**src/rtl/noc_mmio_port_pkg.sv**
```systemverilog
// Shared definitions for the NoC MMIO port: register map, packet width and
// field slice positions (packed MSB-first as x, y, mcast, done, result, mtype,
// mx, my, elem).
package noc_mmio_port_pkg;

    // Register byte offsets within the window
    localparam logic [7:0] OFF_X         = 8'h00;
    localparam logic [7:0] OFF_Y         = 8'h04;
    localparam logic [7:0] OFF_MCAST     = 8'h08;
    localparam logic [7:0] OFF_DONE      = 8'h0C;
    localparam logic [7:0] OFF_RESULT    = 8'h10;
    localparam logic [7:0] OFF_MTYPE     = 8'h14;
    localparam logic [7:0] OFF_MX        = 8'h18;
    localparam logic [7:0] OFF_MY        = 8'h1C;
    localparam logic [7:0] OFF_ELEM      = 8'h20;
    localparam logic [7:0] OFF_PUSH      = 8'h24;
    localparam logic [7:0] OFF_POP       = 8'h28;
    localparam logic [7:0] OFF_STATUS    = 8'h2C;
    localparam logic [7:0] OFF_RX_X      = 8'h30;
    localparam logic [7:0] OFF_RX_Y      = 8'h34;
    localparam logic [7:0] OFF_RX_MCAST  = 8'h38;
    localparam logic [7:0] OFF_RX_DONE   = 8'h3C;
    localparam logic [7:0] OFF_RX_RESULT = 8'h40;
    localparam logic [7:0] OFF_RX_MTYPE  = 8'h44;
    localparam logic [7:0] OFF_RX_MX     = 8'h48;
    localparam logic [7:0] OFF_RX_MY     = 8'h4C;
    localparam logic [7:0] OFF_RX_ELEM   = 8'h50;
    localparam logic [7:0] OFF_DROP      = 8'h54;

    localparam logic [31:0] WINDOW_BYTES = 32'h58;

    // The three fixed control bits: one done flag and a two-bit result code
    localparam int DONE_BITS   = 1;
    localparam int RESULT_BITS = 2;

    function automatic int packet_bits(int cb, int mb, int tb, int mcb, int eb);
        return 2*cb + mb + DONE_BITS + RESULT_BITS + tb + 2*mcb + eb;
    endfunction

    // LSB position of each field; elem sits at bit 0
    function automatic int my_lsb(int eb);
        return eb;
    endfunction

    function automatic int mx_lsb(int mcb, int eb);
        return eb + mcb;
    endfunction

    function automatic int mtype_lsb(int mcb, int eb);
        return eb + 2*mcb;
    endfunction

    function automatic int result_lsb(int tb, int mcb, int eb);
        return mtype_lsb(mcb, eb) + tb;
    endfunction

    function automatic int done_lsb(int tb, int mcb, int eb);
        return result_lsb(tb, mcb, eb) + RESULT_BITS;
    endfunction

    function automatic int mcast_lsb(int tb, int mcb, int eb);
        return done_lsb(tb, mcb, eb) + DONE_BITS;
    endfunction

    function automatic int y_lsb(int mb, int tb, int mcb, int eb);
        return mcast_lsb(tb, mcb, eb) + mb;
    endfunction

    function automatic int x_lsb(int cb, int mb, int tb, int mcb, int eb);
        return y_lsb(mb, tb, mcb, eb) + cb;
    endfunction

endpackage

```
**src/rtl/noc_mmio_port_fifo.sv**
```systemverilog
// Synchronous FIFO used for both packet directions. A pop on a full FIFO
// frees the slot that a push in the same cycle then fills.
module mmio_sync_fifo #(
    parameter int WIDTH = 8,
    parameter int DEPTH = 4
) (
    input  logic                       clk,
    input  logic                       reset,
    input  logic                       push,
    input  logic                       pop,
    input  logic [WIDTH-1:0]           wdata,
    output logic [WIDTH-1:0]           rdata,
    output logic [$clog2(DEPTH):0]     count,
    output logic                       full,
    output logic                       empty
);

    localparam int AW = $clog2(DEPTH);
    localparam logic [AW-1:0] PTR_ONE  = AW'(1);
    localparam logic [AW:0]   CNT_ONE  = (AW+1)'(1);
    localparam logic [AW:0]   CNT_FULL = (AW+1)'(DEPTH);

    logic [WIDTH-1:0] mem [DEPTH];
    logic [AW-1:0]    wr_ptr;
    logic [AW-1:0]    rd_ptr;
    logic             do_push;
    logic             do_pop;

    assign full    = (count == CNT_FULL);
    assign empty   = (count == '0);
    assign do_pop  = pop && !empty;
    assign do_push = push && (!full || do_pop);
    assign rdata   = mem[rd_ptr];

    // Storage array; contents need no reset since count gates visibility
    always_ff @(posedge clk) begin
        if (do_push) begin
            mem[wr_ptr] <= wdata;
        end
    end

    // Pointers wrap naturally because DEPTH is a power of two
    always_ff @(posedge clk or posedge reset) begin
        if (reset) begin
            wr_ptr <= '0;
            rd_ptr <= '0;
            count  <= '0;
        end else begin
            if (do_push) begin
                wr_ptr <= wr_ptr + PTR_ONE;
            end
            if (do_pop) begin
                rd_ptr <= rd_ptr + PTR_ONE;
            end
            case ({do_push, do_pop})
                2'b10:   count <= count + CNT_ONE;
                2'b01:   count <= count - CNT_ONE;
                default: count <= count;
            endcase
        end
    end

endmodule

```
**src/rtl/noc_mmio_port.sv**
```systemverilog
// Memory-mapped NoC port: CPU stages packet fields, pushes them into a TX
// FIFO toward the network, and pops received packets out of an RX FIFO.
module noc_mmio_port
    import noc_mmio_port_pkg::*;
#(
    parameter logic [31:0] BASE_ADDR   = 32'h2000_0000,
    parameter int          COORD_BITS  = 1,
    parameter int          MCAST_BITS  = 1,
    parameter int          MTYPE_BITS  = 1,
    parameter int          MCOORD_BITS = 8,
    parameter int          ELEM_BITS   = 32,
    parameter int          TX_DEPTH    = 4,
    parameter int          RX_DEPTH    = 4
) (
    input  logic        clk,
    input  logic        reset,
    input  logic        bus_wr,
    input  logic        bus_rd,
    input  logic [31:0] bus_addr,
    input  logic [31:0] bus_wdata,
    output logic [31:0] bus_rdata,
    output logic        bus_hit,
    output logic [packet_bits(COORD_BITS, MCAST_BITS, MTYPE_BITS, MCOORD_BITS, ELEM_BITS)-1:0] tx_packet,
    output logic        tx_valid,
    input  logic        tx_ready,
    input  logic [packet_bits(COORD_BITS, MCAST_BITS, MTYPE_BITS, MCOORD_BITS, ELEM_BITS)-1:0] rx_packet,
    input  logic        rx_valid,
    output logic        rx_ready,
    output logic        irq
);

    localparam int PB    = packet_bits(COORD_BITS, MCAST_BITS, MTYPE_BITS, MCOORD_BITS, ELEM_BITS);
    localparam int TX_CW = $clog2(TX_DEPTH) + 1;
    localparam int RX_CW = $clog2(RX_DEPTH) + 1;

    localparam int L_MY     = my_lsb(ELEM_BITS);
    localparam int L_MX     = mx_lsb(MCOORD_BITS, ELEM_BITS);
    localparam int L_MTYPE  = mtype_lsb(MCOORD_BITS, ELEM_BITS);
    localparam int L_RESULT = result_lsb(MTYPE_BITS, MCOORD_BITS, ELEM_BITS);
    localparam int L_DONE   = done_lsb(MTYPE_BITS, MCOORD_BITS, ELEM_BITS);
    localparam int L_MCAST  = mcast_lsb(MTYPE_BITS, MCOORD_BITS, ELEM_BITS);
    localparam int L_Y      = y_lsb(MCAST_BITS, MTYPE_BITS, MCOORD_BITS, ELEM_BITS);
    localparam int L_X      = x_lsb(COORD_BITS, MCAST_BITS, MTYPE_BITS, MCOORD_BITS, ELEM_BITS);

    // Address decode
    logic [31:0] offset;
    logic [7:0]  word_off;
    logic        in_win;
    logic        wr_hit;
    logic        rd_hit;

    assign offset   = bus_addr - BASE_ADDR;
    assign word_off = offset[7:0] & 8'hFC;
    assign in_win   = (bus_addr >= BASE_ADDR) && (offset < WINDOW_BYTES);
    assign wr_hit   = bus_wr && in_win;
    assign rd_hit   = bus_rd && in_win;

    // Staging registers
    logic [COORD_BITS-1:0]  stg_x;
    logic [COORD_BITS-1:0]  stg_y;
    logic [MCAST_BITS-1:0]  stg_mcast;
    logic [DONE_BITS-1:0]   stg_done;
    logic [RESULT_BITS-1:0] stg_result;
    logic [MTYPE_BITS-1:0]  stg_mtype;
    logic [MCOORD_BITS-1:0] stg_mx;
    logic [MCOORD_BITS-1:0] stg_my;
    logic [ELEM_BITS-1:0]   stg_elem;
    logic [PB-1:0]          stg_packet;

    assign stg_packet = {stg_x, stg_y, stg_mcast, stg_done, stg_result,
                         stg_mtype, stg_mx, stg_my, stg_elem};

    // FIFO control and status
    logic             tx_push;
    logic             tx_pop;
    logic             tx_full;
    logic             tx_empty;
    logic [TX_CW-1:0] tx_count;
    logic [PB-1:0]    tx_head;
    logic             tx_drop;

    logic             rx_push;
    logic             rx_pop;
    logic             rx_full;
    logic             rx_empty;
    logic [RX_CW-1:0] rx_count;
    logic [PB-1:0]    rx_head_raw;
    logic [PB-1:0]    rx_head;
    logic             irq_next;

    logic [15:0]      drop;
    logic [31:0]      rd_val;
    logic [31:0]      tx_cnt_w;
    logic [31:0]      rx_cnt_w;

    assign tx_push  = wr_hit && (word_off == OFF_PUSH);
    assign tx_valid = !tx_empty;
    assign tx_pop   = tx_valid && tx_ready;
    assign tx_drop  = tx_push && tx_full && !tx_pop;
    assign tx_packet = tx_empty ? '0 : tx_head;

    assign rx_ready = !rx_full;
    assign rx_push  = rx_valid && rx_ready;
    assign rx_pop   = wr_hit && (word_off == OFF_POP);
    assign rx_head  = rx_empty ? '0 : rx_head_raw;

    // irq tracks whether the RX FIFO will hold anything after this edge
    assign irq_next = rx_push || (rx_count > RX_CW'(1)) || (!rx_empty && !rx_pop);

    assign tx_cnt_w = 32'(tx_count);
    assign rx_cnt_w = 32'(rx_count);

    mmio_sync_fifo #(.WIDTH(PB), .DEPTH(TX_DEPTH)) u_tx_fifo (
        .clk   (clk),
        .reset (reset),
        .push  (tx_push),
        .pop   (tx_pop),
        .wdata (stg_packet),
        .rdata (tx_head),
        .count (tx_count),
        .full  (tx_full),
        .empty (tx_empty)
    );

    mmio_sync_fifo #(.WIDTH(PB), .DEPTH(RX_DEPTH)) u_rx_fifo (
        .clk   (clk),
        .reset (reset),
        .push  (rx_push),
        .pop   (rx_pop),
        .wdata (rx_packet),
        .rdata (rx_head_raw),
        .count (rx_count),
        .full  (rx_full),
        .empty (rx_empty)
    );

    // Staging field writes; each field keeps the low bits of the write data
    always_ff @(posedge clk or posedge reset) begin
        if (reset) begin
            stg_x      <= '0;
            stg_y      <= '0;
            stg_mcast  <= '0;
            stg_done   <= '0;
            stg_result <= '0;
            stg_mtype  <= '0;
            stg_mx     <= '0;
            stg_my     <= '0;
            stg_elem   <= '0;
        end else if (wr_hit) begin
            case (word_off)
                OFF_X:      stg_x      <= bus_wdata[COORD_BITS-1:0];
                OFF_Y:      stg_y      <= bus_wdata[COORD_BITS-1:0];
                OFF_MCAST:  stg_mcast  <= bus_wdata[MCAST_BITS-1:0];
                OFF_DONE:   stg_done   <= bus_wdata[DONE_BITS-1:0];
                OFF_RESULT: stg_result <= bus_wdata[RESULT_BITS-1:0];
                OFF_MTYPE:  stg_mtype  <= bus_wdata[MTYPE_BITS-1:0];
                OFF_MX:     stg_mx     <= bus_wdata[MCOORD_BITS-1:0];
                OFF_MY:     stg_my     <= bus_wdata[MCOORD_BITS-1:0];
                OFF_ELEM:   stg_elem   <= bus_wdata[ELEM_BITS-1:0];
                default:    ;
            endcase
        end
    end

    // Saturating count of packets dropped on a full TX FIFO; a write clears it
    always_ff @(posedge clk or posedge reset) begin
        if (reset) begin
            drop <= '0;
        end else if (wr_hit && (word_off == OFF_DROP)) begin
            drop <= '0;
        end else if (tx_drop && (drop != 16'hFFFF)) begin
            drop <= drop + 16'd1;
        end
    end

    // Read data selection; RX head fields read as zero when the FIFO is empty
    always_comb begin
        rd_val = '0;
        case (word_off)
            OFF_STATUS:    rd_val = {8'h00, rx_cnt_w[7:0], tx_cnt_w[7:0],
                                     6'b0, !rx_empty, !tx_full};
            OFF_RX_X:      rd_val = 32'(rx_head[L_X      +: COORD_BITS]);
            OFF_RX_Y:      rd_val = 32'(rx_head[L_Y      +: COORD_BITS]);
            OFF_RX_MCAST:  rd_val = 32'(rx_head[L_MCAST  +: MCAST_BITS]);
            OFF_RX_DONE:   rd_val = 32'(rx_head[L_DONE   +: DONE_BITS]);
            OFF_RX_RESULT: rd_val = 32'(rx_head[L_RESULT +: RESULT_BITS]);
            OFF_RX_MTYPE:  rd_val = 32'(rx_head[L_MTYPE  +: MTYPE_BITS]);
            OFF_RX_MX:     rd_val = 32'(rx_head[L_MX     +: MCOORD_BITS]);
            OFF_RX_MY:     rd_val = 32'(rx_head[L_MY     +: MCOORD_BITS]);
            OFF_RX_ELEM:   rd_val = 32'(rx_head[0        +: ELEM_BITS]);
            OFF_DROP:      rd_val = 32'(drop);
            default:       rd_val = '0;
        endcase
    end

    // Registered bus response and interrupt
    always_ff @(posedge clk or posedge reset) begin
        if (reset) begin
            bus_rdata <= '0;
            bus_hit   <= 1'b0;
            irq       <= 1'b0;
        end else begin
            bus_hit <= (bus_rd || bus_wr) && in_win;
            irq     <= irq_next;
            if (rd_hit) begin
                bus_rdata <= rd_val;
            end
        end
    end

endmodule

```
**config.mk**
```make
export PLATFORM = sky130hd
export DESIGN_NAME = noc_mmio_port
export DESIGN_NICKNAME = d
export VERILOG_FILES = /design/src/rtl/noc_mmio_port_pkg.sv /design/src/rtl/noc_mmio_port_fifo.sv /design/src/rtl/noc_mmio_port.sv
export SDC_FILE = /design/constraint.sdc
export NUM_CORES = 1
export LEC_CHECK = 0
export ABC_AREA = 1
export BUFFER_PORTS_ARGS = -buffer_cell sky130_fd_sc_hd__buf_2
export CORE_AREA = 2 2 193 195
export CTS_CLUSTER_DIAMETER = 80
export CTS_CLUSTER_SIZE = 24
export DETAILED_ROUTE_END_ITERATION = 16
export DIE_AREA = 0 0 195 197
export GPL_ROUTABILITY_DRIVEN = 1
export HOLD_SLACK_MARGIN = 0.08
export PLACE_DENSITY_LB_ADDON = 0.2
export REMOVE_ABC_BUFFERS = 1
export SLEW_MARGIN = 40
export SYNTH_ARGS = -nofsm -noshare
export SYNTH_HDL_FRONTEND = slang
export SYNTH_SLANG_ARGS = --single-unit
```
**constraint.sdc**
```tcl
create_clock -name clk -period 9 [get_ports clk]
set_input_delay 1.8 -clock clk [delete_from_list [all_inputs] [get_ports clk]]
set_output_delay 1.8 -clock clk [all_outputs]
set_load 0.02 [all_outputs]
```
; Yosys cells after proc, flatten, opt, wreduce, memory -nomap -nowiden
; Memory sizes are Yosys's and may differ from the RTL's.
; Cells that the tools add are included.
[op_classes]
add_sub_neg = 10
magnitude_cmp = 3
eq_ne = 28
muxes = 11
reduce_logical = 43
[ops]
columns = operator, count
row1 = 32-bit case mux with 11 select lines, 1
row2 = 55-bit 2-to-1 mux, 2
row3 = "6-bit by 4-bit == test with 1-bit output, second input constant", 8
row4 = "6-bit by 5-bit == test with 1-bit output, second input constant", 6
row5 = "32-bit by 30-bit greater-or-equal comparator with 1-bit output, second input constant", 1
row6 = "32-bit by 7-bit less-than comparator with 1-bit output, second input constant", 1
row7 = 16-bit 2-to-1 mux, 2
row8 = "32-bit by 30-bit subtractor with 32-bit output, second input constant", 1
row9 = "6-bit by 3-bit == test with 1-bit output, second input constant", 4
row10 = 2-bit AND reduction, 9
row11 = 1-bit logical AND, 17
row12 = "16-bit by 1-bit adder with 16-bit output, second input constant", 1
row13 = "16-bit inequality test, second input constant", 1
row14 = "6-bit by 2-bit == test with 1-bit output, second input constant", 2
row15 = 3-bit case mux with 2 select lines, 2
row16 = "2-bit by 1-bit adder with 2-bit output, second input constant", 4
row17 = 8-bit logical NOT, 1
row18 = "3-bit by 1-bit adder with 3-bit output, second input constant", 2
row19 = "3-bit == test, second input constant", 2
row20 = "6-bit by 1-bit == test with 1-bit output, second input constant", 1
row21 = 1-bit logical NOT, 6
row22 = 3-bit logical NOT, 2
row23 = 2-bit nonzero test, 3
row24 = "3-bit by 1-bit subtractor with 3-bit output, second input constant", 2
row25 = 5 further kinds, 14
[word_totals]
register_bits = 119
ramBits = 440
output_inout_bits = 91
word_cells = 116
n_memories = 2
[mem_list]
columns = name, depth, width, rd, rd_clocked_by_memory_dff, write_ports, line_no
row1 = u_rx_fifo.mem, 4, 55, 1, 0, 1, noc_mmio_port_fifo.sv:23  ; logic [WIDTH-1:0] mem [DEPTH];
row2 = u_tx_fifo.mem, 4, 55, 1, 0, 1, noc_mmio_port_fifo.sv:23

; Logic depth before layout (Yosys ltp)
; Gate-level depths: netlist of run 1.
[depth]
word_depth = 10
ltp_mapped = 16
depth_no_buf = 16

; Cells and area by module
; A second synthesis of run 1 with hierarchy kept.
[unflattened]
hier_cells = 2210
hier_area_um2 = 23715.2
[modules_own_cells]
columns = mod, n_inst, cells_per_inst, area_per_inst_um2, seq_area_each_um2
row1 = mmio_sync_fifo, 2, 652, 8808.4, 6781.5
row2 = noc_mmio_port, 1, 906, 6098.3, 2627.5

; Worst setup path before layout of run 1
; OpenSTA, ideal clock, no wires.
[synth_timing]
path_type = input to register
from = input port bus_addr[29]
to = memory u_tx_fifo.mem[0][0] (netlist name), enable pin
setup_ns = 0.468
arrival_time_ns = 5.258
path_slack_ns = 3.274
path_stages = 7
path_buffers = 0
cell_sequence = inv_1 ha_1 xnor2_1 nand2_1 nor3_4 nand3_2 nor2_1
[synth_via]
elab_chain_cells = 8
word_cells_on_any_way = 9
[synth_lines]
columns = element, line_no
row1 = start: declaration, noc_mmio_port.sv:19  ; input logic [31:0] bus_addr,
row2 = 32-bit by 30-bit subtractor with 32-bit output, noc_mmio_port.sv:52  ; assign offset = bus_addr - BASE_ADDR;
row3 = 32-bit by 7-bit less-than comparator with 1-bit output, noc_mmio_port.sv:54  ; assign in_win = (bus_addr >= BASE_ADDR) && (offset < WINDOW_BYTES);
row4 = 1-bit logical AND (*), noc_mmio_port.sv:54
row5 = 1-bit logical AND (*), noc_mmio_port.sv:55  ; assign wr_hit = bus_wr && in_win;
row6 = 1-bit logical AND (*), noc_mmio_port.sv:96  ; assign tx_push = wr_hit && (word_off == OFF_PUSH);
row7 = 1-bit logical AND (*), noc_mmio_port_fifo.sv:32  ; assign do_push = push && (!full || do_pop);
row8 = 1-bit 2-to-1 mux (*), noc_mmio_port_fifo.sv:37  ; if (do_push) begin
row9 = 1-bit 2-to-1 mux (implied by the code) (*), noc_mmio_port_fifo.sv:38  ; mem[wr_ptr] <= wdata;
row10 = end: declaration, noc_mmio_port_fifo.sv:23
; Every way passes the cells marked *; elsewhere a longest branch is shown, timed or not.

; Worst setup path after layout of run 1
[layout_timing]
from = register u_tx_fifo.rd_ptr[1]
to = output port tx_packet[24]
[layout_via]
elab_chain_cells = 2
[layout_lines]
columns = element, line_no
row1 = start: declaration, noc_mmio_port_fifo.sv:25  ; logic [AW-1:0] rd_ptr;
row2 = start signal: assignment, noc_mmio_port_fifo.sv:53  ; rd_ptr <= rd_ptr + PTR_ONE;
row3 = memory read 4 x 55 bit, n/a
row4 = 55-bit 2-to-1 mux, noc_mmio_port.sv:100  ; assign tx_packet = tx_empty ? '0 : tx_head;
row5 = end: declaration, noc_mmio_port.sv:23  ; output logic [packet_bits(COORD_BITS, MCAST_BITS, MTYPE_BITS, MCOORD_BITS, ELEM_BITS)-1:0] tx_packet,
; Every way passes these cells.

==> impl_metrics.py, run 1 <==
metrics = {
    "routing": {
        "detail_route.iter0.violations": 1404,
        "firstDrtPassIters": 5,
        "wl_per_cell_um": 19.04,
        "ant_nets": 0,
        "vias": 15612,
        "drt-total-wl_mm": 52.03,
        "drc": 0,
        "vias_per_cell": 5.714,
    },
    "place": {
        "place_congestion": 0.9184,
        "numPortBuffers": 213,
        "hpwl_mm": 30.97,
        "post-place-ws_ns": 3.736,
    },
    "die": {
        "die_area_mm2": 0.03842,
        "fp.coreArea_mm2": 0.03626,
        "die_x_um": 195,
        "initial_core_util": 0.6336,
        "io_pins": 216,
        "die_y_um": 197,
        "num_rows": 70,
    },
    "power": {
        "leakagePower_nw": 10.12,
        "peakVddDrop_uv": 166.6,
        "power.density_mw_per_mm2": 237.4,
    },
    "grt": {
        "grt_max_degree": 95,
        "overflow": 0,
        "grt_pass1_wl_mm": 80.76,
        "grt_usage": 0.2724,
        "antenna_found_initial": 11,
        "grt_pass1_vias": 15272,
    },
    "sta": {
        "worst_slack_ns": 4.136,
        "period_share": 0.5405,
        "hold_viol": 0,
        "maxSlewViolCount": 0,
        "timing.max_slew.rel_slack": 0.4777,
        "tightestPinTransition_ns": 0.7835,
        "rsz0062_at_grt": "false",
        "fmax_ghz": 0.2056,
        "setup_viol": 0,
        "skew_ns": 0.02005,
        "hold_slack_ns": 0.4882,
        "min_period_ns": 4.864,
        "setup_tns_ns": 0,
    },
    "synth": {
        "synth-xor-area-share": 0.004193,
        "yosysUniqueCellTypes": 37,
        "synth_edf_count": 440,
        "ys_seq_elements": 559,
        "synth_area_per_cell_um2": 11.13,
        "yosysWarnings": 0,
        "synth.area.mux_share": 0.0004357,
        "syn_inst": 2065,
        "seq_area_frac_synth": 0.7047,
        "yosys.area_share.adder": 0.009585,
        "synth-simple-area-share": 0.1466,
        "yosys_most_used_dff": "edfxtp_1",
        "synth_compound_area_frac": 0.09384,
        "synth_top_family_by_area": "simple AND/OR/NAND/NOR gates",
        "synth_area_mm2": 0.02297,
        "async_reset_ff_frac": 0.2129,
    },
    "setup_path": {
        "critPathBufInv": 4,
        "setup.worst_path.start_class": "flop",
        "cp.depth": 7,
        "reg2reg_depth": 10,
        "path_delay_family": "buffers and inverters",
        "max_stage_delay_ns": 0.58,
        "critical_path.cell_chain": "buf_4 -> inv_2 -> buf_4 -> nor2_1 -> o21ai_0 -> a21oi_1 -> buf_2",
        "timing.critical_path.mode_cell": "buf_4",
        "path_max_fanout": 56,
        "end_kind": "output pin",
        "reg2reg_slack_ns": 6.47,
        "cp.arrival_ns": 3.06,
        "critPathSlowestCell": "buf_4",
        "worstSetupPathType": "reg -> out",
        "cp_data_required_time_ns": 7.20,
    },
    "clocking": {
        "clk_pin_slew_ns": 0.09,
        "holdBufCountCts": 0,
        "clock_sinks": 559,
        "clock-root-buffer": "clkbuf_16",
        "cts_resized": 0,
        "cts-htree-levels": 1,
        "cts_tree": "done",
        "numCtsBuffers": 28,
        "insertion_delay_ns": 0.58,
        "cts_buffer_depth": 3,
        "post_cts.repair.setup_buffers": 0,
    },
    "job": {
        "maxCapViolations": 0,
    },
    "final_layout": {
        "drive_above_1_share": 0.1381,
        "fillers": 2623,
        "area_delta_synth_final_pct": 10.80,
        "final-seq-area_mm2": 0.01620,
        "final_cell_mix": "edfxtp_1, nor2_1, o21ai_0",
        "num-nets-final": 2373,
        "layout_commonest_cell": "edfxtp_1",
        "multi_input_area_mm2": 0.005932,
    },
    "worst_hold_path": {
        "holdPathStages": 2,
        "hold_path.class": "reg -> reg",
    },
    "outcome": {
        "status": "finished, final reports clean",
    },
}
-- path summary, 6_finish.rpt --
kind / end / startpoint
max: tx_packet[24] / u_tx_fifo.rd_ptr[1]
min: bus_rdata[22] / bus_rdata[22]
max reg2reg: drop[9] / drop[1]
min reg2reg: bus_rdata[22] / bus_rdata[22]
max in group asynchronous: u_tx_fifo.rd_ptr[0] / reset
min in group asynchronous: bus_rdata[25] / reset
-- metal layers --
metal,up-vias,share of wire,wire (µm),global-route usage
met4,6,0.032,1654,0.09697
met3,98,0.078,4081,0.04483
met5,-,0.00079,41,0
met1,7507,0.38,19730,0.3397
li1,7454,-,-,-
met2,547,0.51,26520,0.4852
-- per-stage QoR --
stage	util	total power [mW]	cell area, µm²	std cells
after floorplan	-	4.129	22540	1960
after CTS	0.6997	6.070	25370	2719
after global routing	0.7017	6.339	25440	2727
after detailed placement	0.6756	4.690	24500	2668
final	0.7020	6.043	25460	2732
after global placement	0.6751	4.634	24480	2668
-- cell usage after synthesis (all sizes together), types with 7 or more instances --
cell / instances / area share
a22oi: 10 / 0.0033
ha: 16 / 0.0087
o21ai: 284 / 0.062
inv: 133 / 0.022
xor2: 7 / 0.0027
nor2: 445 / 0.074
buf: 35 / 0.0074
edfxtp: 440 / 0.58
a21oi: 68 / 0.015
nand4: 18 / 0.0054
nand2: 250 / 0.041
nand3: 93 / 0.021
dfrtp: 119 / 0.13
clkbuf: 70 / 0.011
o22ai: 45 / 0.012
nor3: 19 / 0.0056
-- cell families after synthesis --
kind of cell | count (synthesis)
compound gates | 412
xor+xnor | 11
fa+ha+maj | 17
buf+inv | 239
flops | 559
mux | 1
simple gates | 826
-- registers in the layout (all words and copies together) (netlist names), 3 cells and up --
name	count
stg_elem	32
bus_rdata	32
stg_my	8
u_rx_fifo.count	3
stg_mx	8
u_tx_fifo.mem	220
drop	16
u_tx_fifo.count	3
u_rx_fifo.mem	220
-- area by class of cell --
type                            instances  area share
Clock buffer                           48     0.03293
Inverter                              134     0.02000
Multi-Input combinational cell       1267      0.2330
Timing Repair Buffer                  241     0.05210
Tap cell                              468     0.02300
Sequential cell                       559      0.6363
Antenna cell                           12    0.001180
Clock inverter                          3    0.001475
-- worst register-to-register path, delay by kind of cell, from the launching register on --
kind | cells | cell delay, ns
flip-flops | 1 | 0.44
AO/OA/AOI/OAI | 1 | 0.14
buffers and inverters | 2 | 0.31
AND/OR/NAND/NOR | 6 | 1.26
adder cells (fa/ha/maj) | 1 | 0.25
-- power breakdown --
| part | switching (mW) | total (mW) | leakage (nW) | internal, mW |
|---|---|---|---|---|
| logic | 1.10 | 1.55 | 4.10 | 0.449 |
| registers | 0.0735 | 3.09 | 5.59 | 3.01 |
| clock network | 0.765 | 1.41 | 0.422 | 0.647 |
| total | 1.94 | 6.04 | 10.1 | 4.11 |
(Power assumes the default switching activity.)
==> run 2, diff against run 1 <==
--- a/config.mk
+++ b/config.mk
@@ -7,11 +7,11 @@
 export LEC_CHECK = 0
 export ABC_AREA = 1
 export BUFFER_PORTS_ARGS = -buffer_cell sky130_fd_sc_hd__buf_2
-export CORE_AREA = 2 2 193 195
+export CORE_AREA = 2 2 212 214
 export CTS_CLUSTER_DIAMETER = 80
 export CTS_CLUSTER_SIZE = 24
 export DETAILED_ROUTE_END_ITERATION = 16
-export DIE_AREA = 0 0 195 197
+export DIE_AREA = 0 0 214 216
 export GPL_ROUTABILITY_DRIVEN = 1
 export HOLD_SLACK_MARGIN = 0.08
 export PLACE_DENSITY_LB_ADDON = 0.2
==> constraint.sdc (replaced) <==
create_clock -name clk -period 4.27 [get_ports clk]
set_input_delay 0.854 -clock clk [delete_from_list [all_inputs] [get_ports clk]]
set_output_delay 0.854 -clock clk [all_outputs]
set_load 0.02 [all_outputs]
==> run 2 against run 1 <==
Sequential power rose by 110%. Via count up 0.75%. Global-route usage decreased by 3.8 points. Critical endpoint is now tx_packet[20]. Largest cell class unchanged. Highest routed layer unchanged.
==> impl_metrics.py, run 2 (synthesis results as in run 1) <==
metrics = {
    "sta": {
        "maxSlewViolCount": 0,
        "hold_viol": 0,
        "skew_ns": 0.01321,
        "setup_tns_ns": 0,
        "min_period_ns": 3.779,
        "period_share": 0.8851,
        "hold_slack_ns": 0.3044,
        "setup_viol": 0,
        "timing.max_slew.rel_slack": 0.4524,
        "rsz0062_at_grt": "false",
        "tightestPinTransition_ns": 0.8213,
        "fmax_ghz": 0.2646,
    },
    "place": {
        "hpwl_mm": 32.81,
        "numPortBuffers": 213,
        "place_congestion": 0.8914,
    },
    "routing": {
        "firstDrtPassIters": 5,
        "drt-total-wl_mm": 54.97,
        "wl_per_cell_um": 19.25,
        "vias": 15729,
        "detail_route.iter0.violations": 1381,
        "ant_nets": 0,
        "vias_per_cell": 5.507,
        "drc": 0,
    },
    "die": {
        "die_x_um": 214,
        "die_area_mm2": 0.04622,
        "num_rows": 77,
        "fp.coreArea_mm2": 0.04384,
        "die_y_um": 216,
        "io_pins": 216,
        "initial_core_util": 0.5241,
    },
    "grt": {
        "use_met2": 0.4016,
        "grtUsageMet1": 0.3034,
        "top_usage_layer": "met2",
        "grt.met3_usage": 0.04722,
        "grt_pass1_wl_mm": 84.66,
        "overflow": 0,
        "grt_usage": 0.2346,
        "grt_pass1_vias": 15195,
        "grt_max_degree": 92,
        "antenna_found_initial": 13,
    },
    "final_layout": {
        "area_delta_synth_final_pct": 11.75,
        "layout_commonest_cell": "edfxtp_1",
        "post-route-util": 0.5857,
        "final_cell_mix": "edfxtp_1, nor2_1, o21ai_0",
        "drive_above_1_share": 0.1417,
        "reg_top3": "u_rx_fifo.mem (220), u_tx_fifo.mem (220)",
        "num-nets-final": 2379,
    },
    "setup_path": {
        "cp.arrival_ns": 2.93,
        "cp_data_required_time_ns": 3.42,
        "path_max_fanout": 72,
        "end_kind": "output pin",
        "worstSetupPathType": "reg -> out",
        "setup.worst_path.start_class": "flop",
    },
    "clocking": {
        "clk_pin_slew_ns": 0.10,
        "clock_sinks": 559,
        "cts_tree": "done",
        "insertion_delay_ns": 0.59,
        "post_cts.repair.setup_buffers": 0,
        "cts_resized": 0,
        "clock-root-buffer": "clkbuf_16",
        "numCtsBuffers": 28,
        "cts_buffer_depth": 3,
        "holdBufCountCts": 0,
        "cts-htree-levels": 1,
    },
    "power": {
        "power.density_mw_per_mm2": 498.8,
        "leakagePower_nw": 10.15,
        "peakVddDrop_uv": 491.2,
    },
    "job": {
        "maxCapViolations": 0,
    },
    "worst_hold_path": {
        "hold_path.class": "in -> async",
    },
    "outcome": {
        "status": "finished, final reports clean",
    },
}
==> run 2: area by class of cell <==
type / instances / area (µm²)
fillers: 3627 / 18160
flip-flops and latches: 559 / 16200
multi-input cells: 1267 / 5926
repair buffers: 247 / 1436
clock buffers: 44 / 802.0
well taps: 592 / 740.7
inverters: 134 / 510.5
clock inverters: 7 / 46.29
diodes: 6 / 15.01
==> run 2: stage by stage <==
step,power [mW],area [µm²],cells,setup WS [ns]
CTS,12.90,25650,2850,0.4712
detailed placement,9.979,24800,2799,0.7352
floorplan,8.704,22540,1960,-1.070
global placement,9.880,24770,2798,0.7657
finish,12.81,25670,2856,0.4907
global route,13.41,25670,2854,0.2991
==> run 2: layer usage <==
layer,share of wire,vias to the layer above
li1,-,7444
met1,0.40,7662
met2,0.49,512
met3,0.072,99
met4,0.029,12
met5,0.0015,-
==> run 2: worst max-delay path: stages, from the launching register on <==
cell,delay [ns]
dfrtp_4,0.70
inv_2,0.58
buf_12,0.34
o21ai_0,0.15
a21oi_1,0.26
buf_2,0.22
==> run 2: path summary, 6_finish.rpt <==
kind                                          start                  end  slack [ns]  cells after the start
worst max-delay path            u_tx_fifo.rd_ptr[0]        tx_packet[20]        0.49                      5
worst min-delay path                          reset         stg_elem[15]        0.30                      2
worst max register to register  u_rx_fifo.rd_ptr[0]         bus_rdata[6]        1.62                      9
worst min register to register        bus_rdata[28]        bus_rdata[28]        0.49                      2
max in group asynchronous                     reset        bus_rdata[20]        3.22                      3
min in group clk                       rx_packet[7]  u_rx_fifo.mem[2][7]        0.47                      1
==> run 2: power by group <==
| part | switching (mW) | internal, mW |
|---|---|---|
| registers | 0.194 | 6.35 |
| logic | 2.33 | 0.968 |
| clock network | 1.66 | 1.31 |
| total | 4.18 | 8.63 |
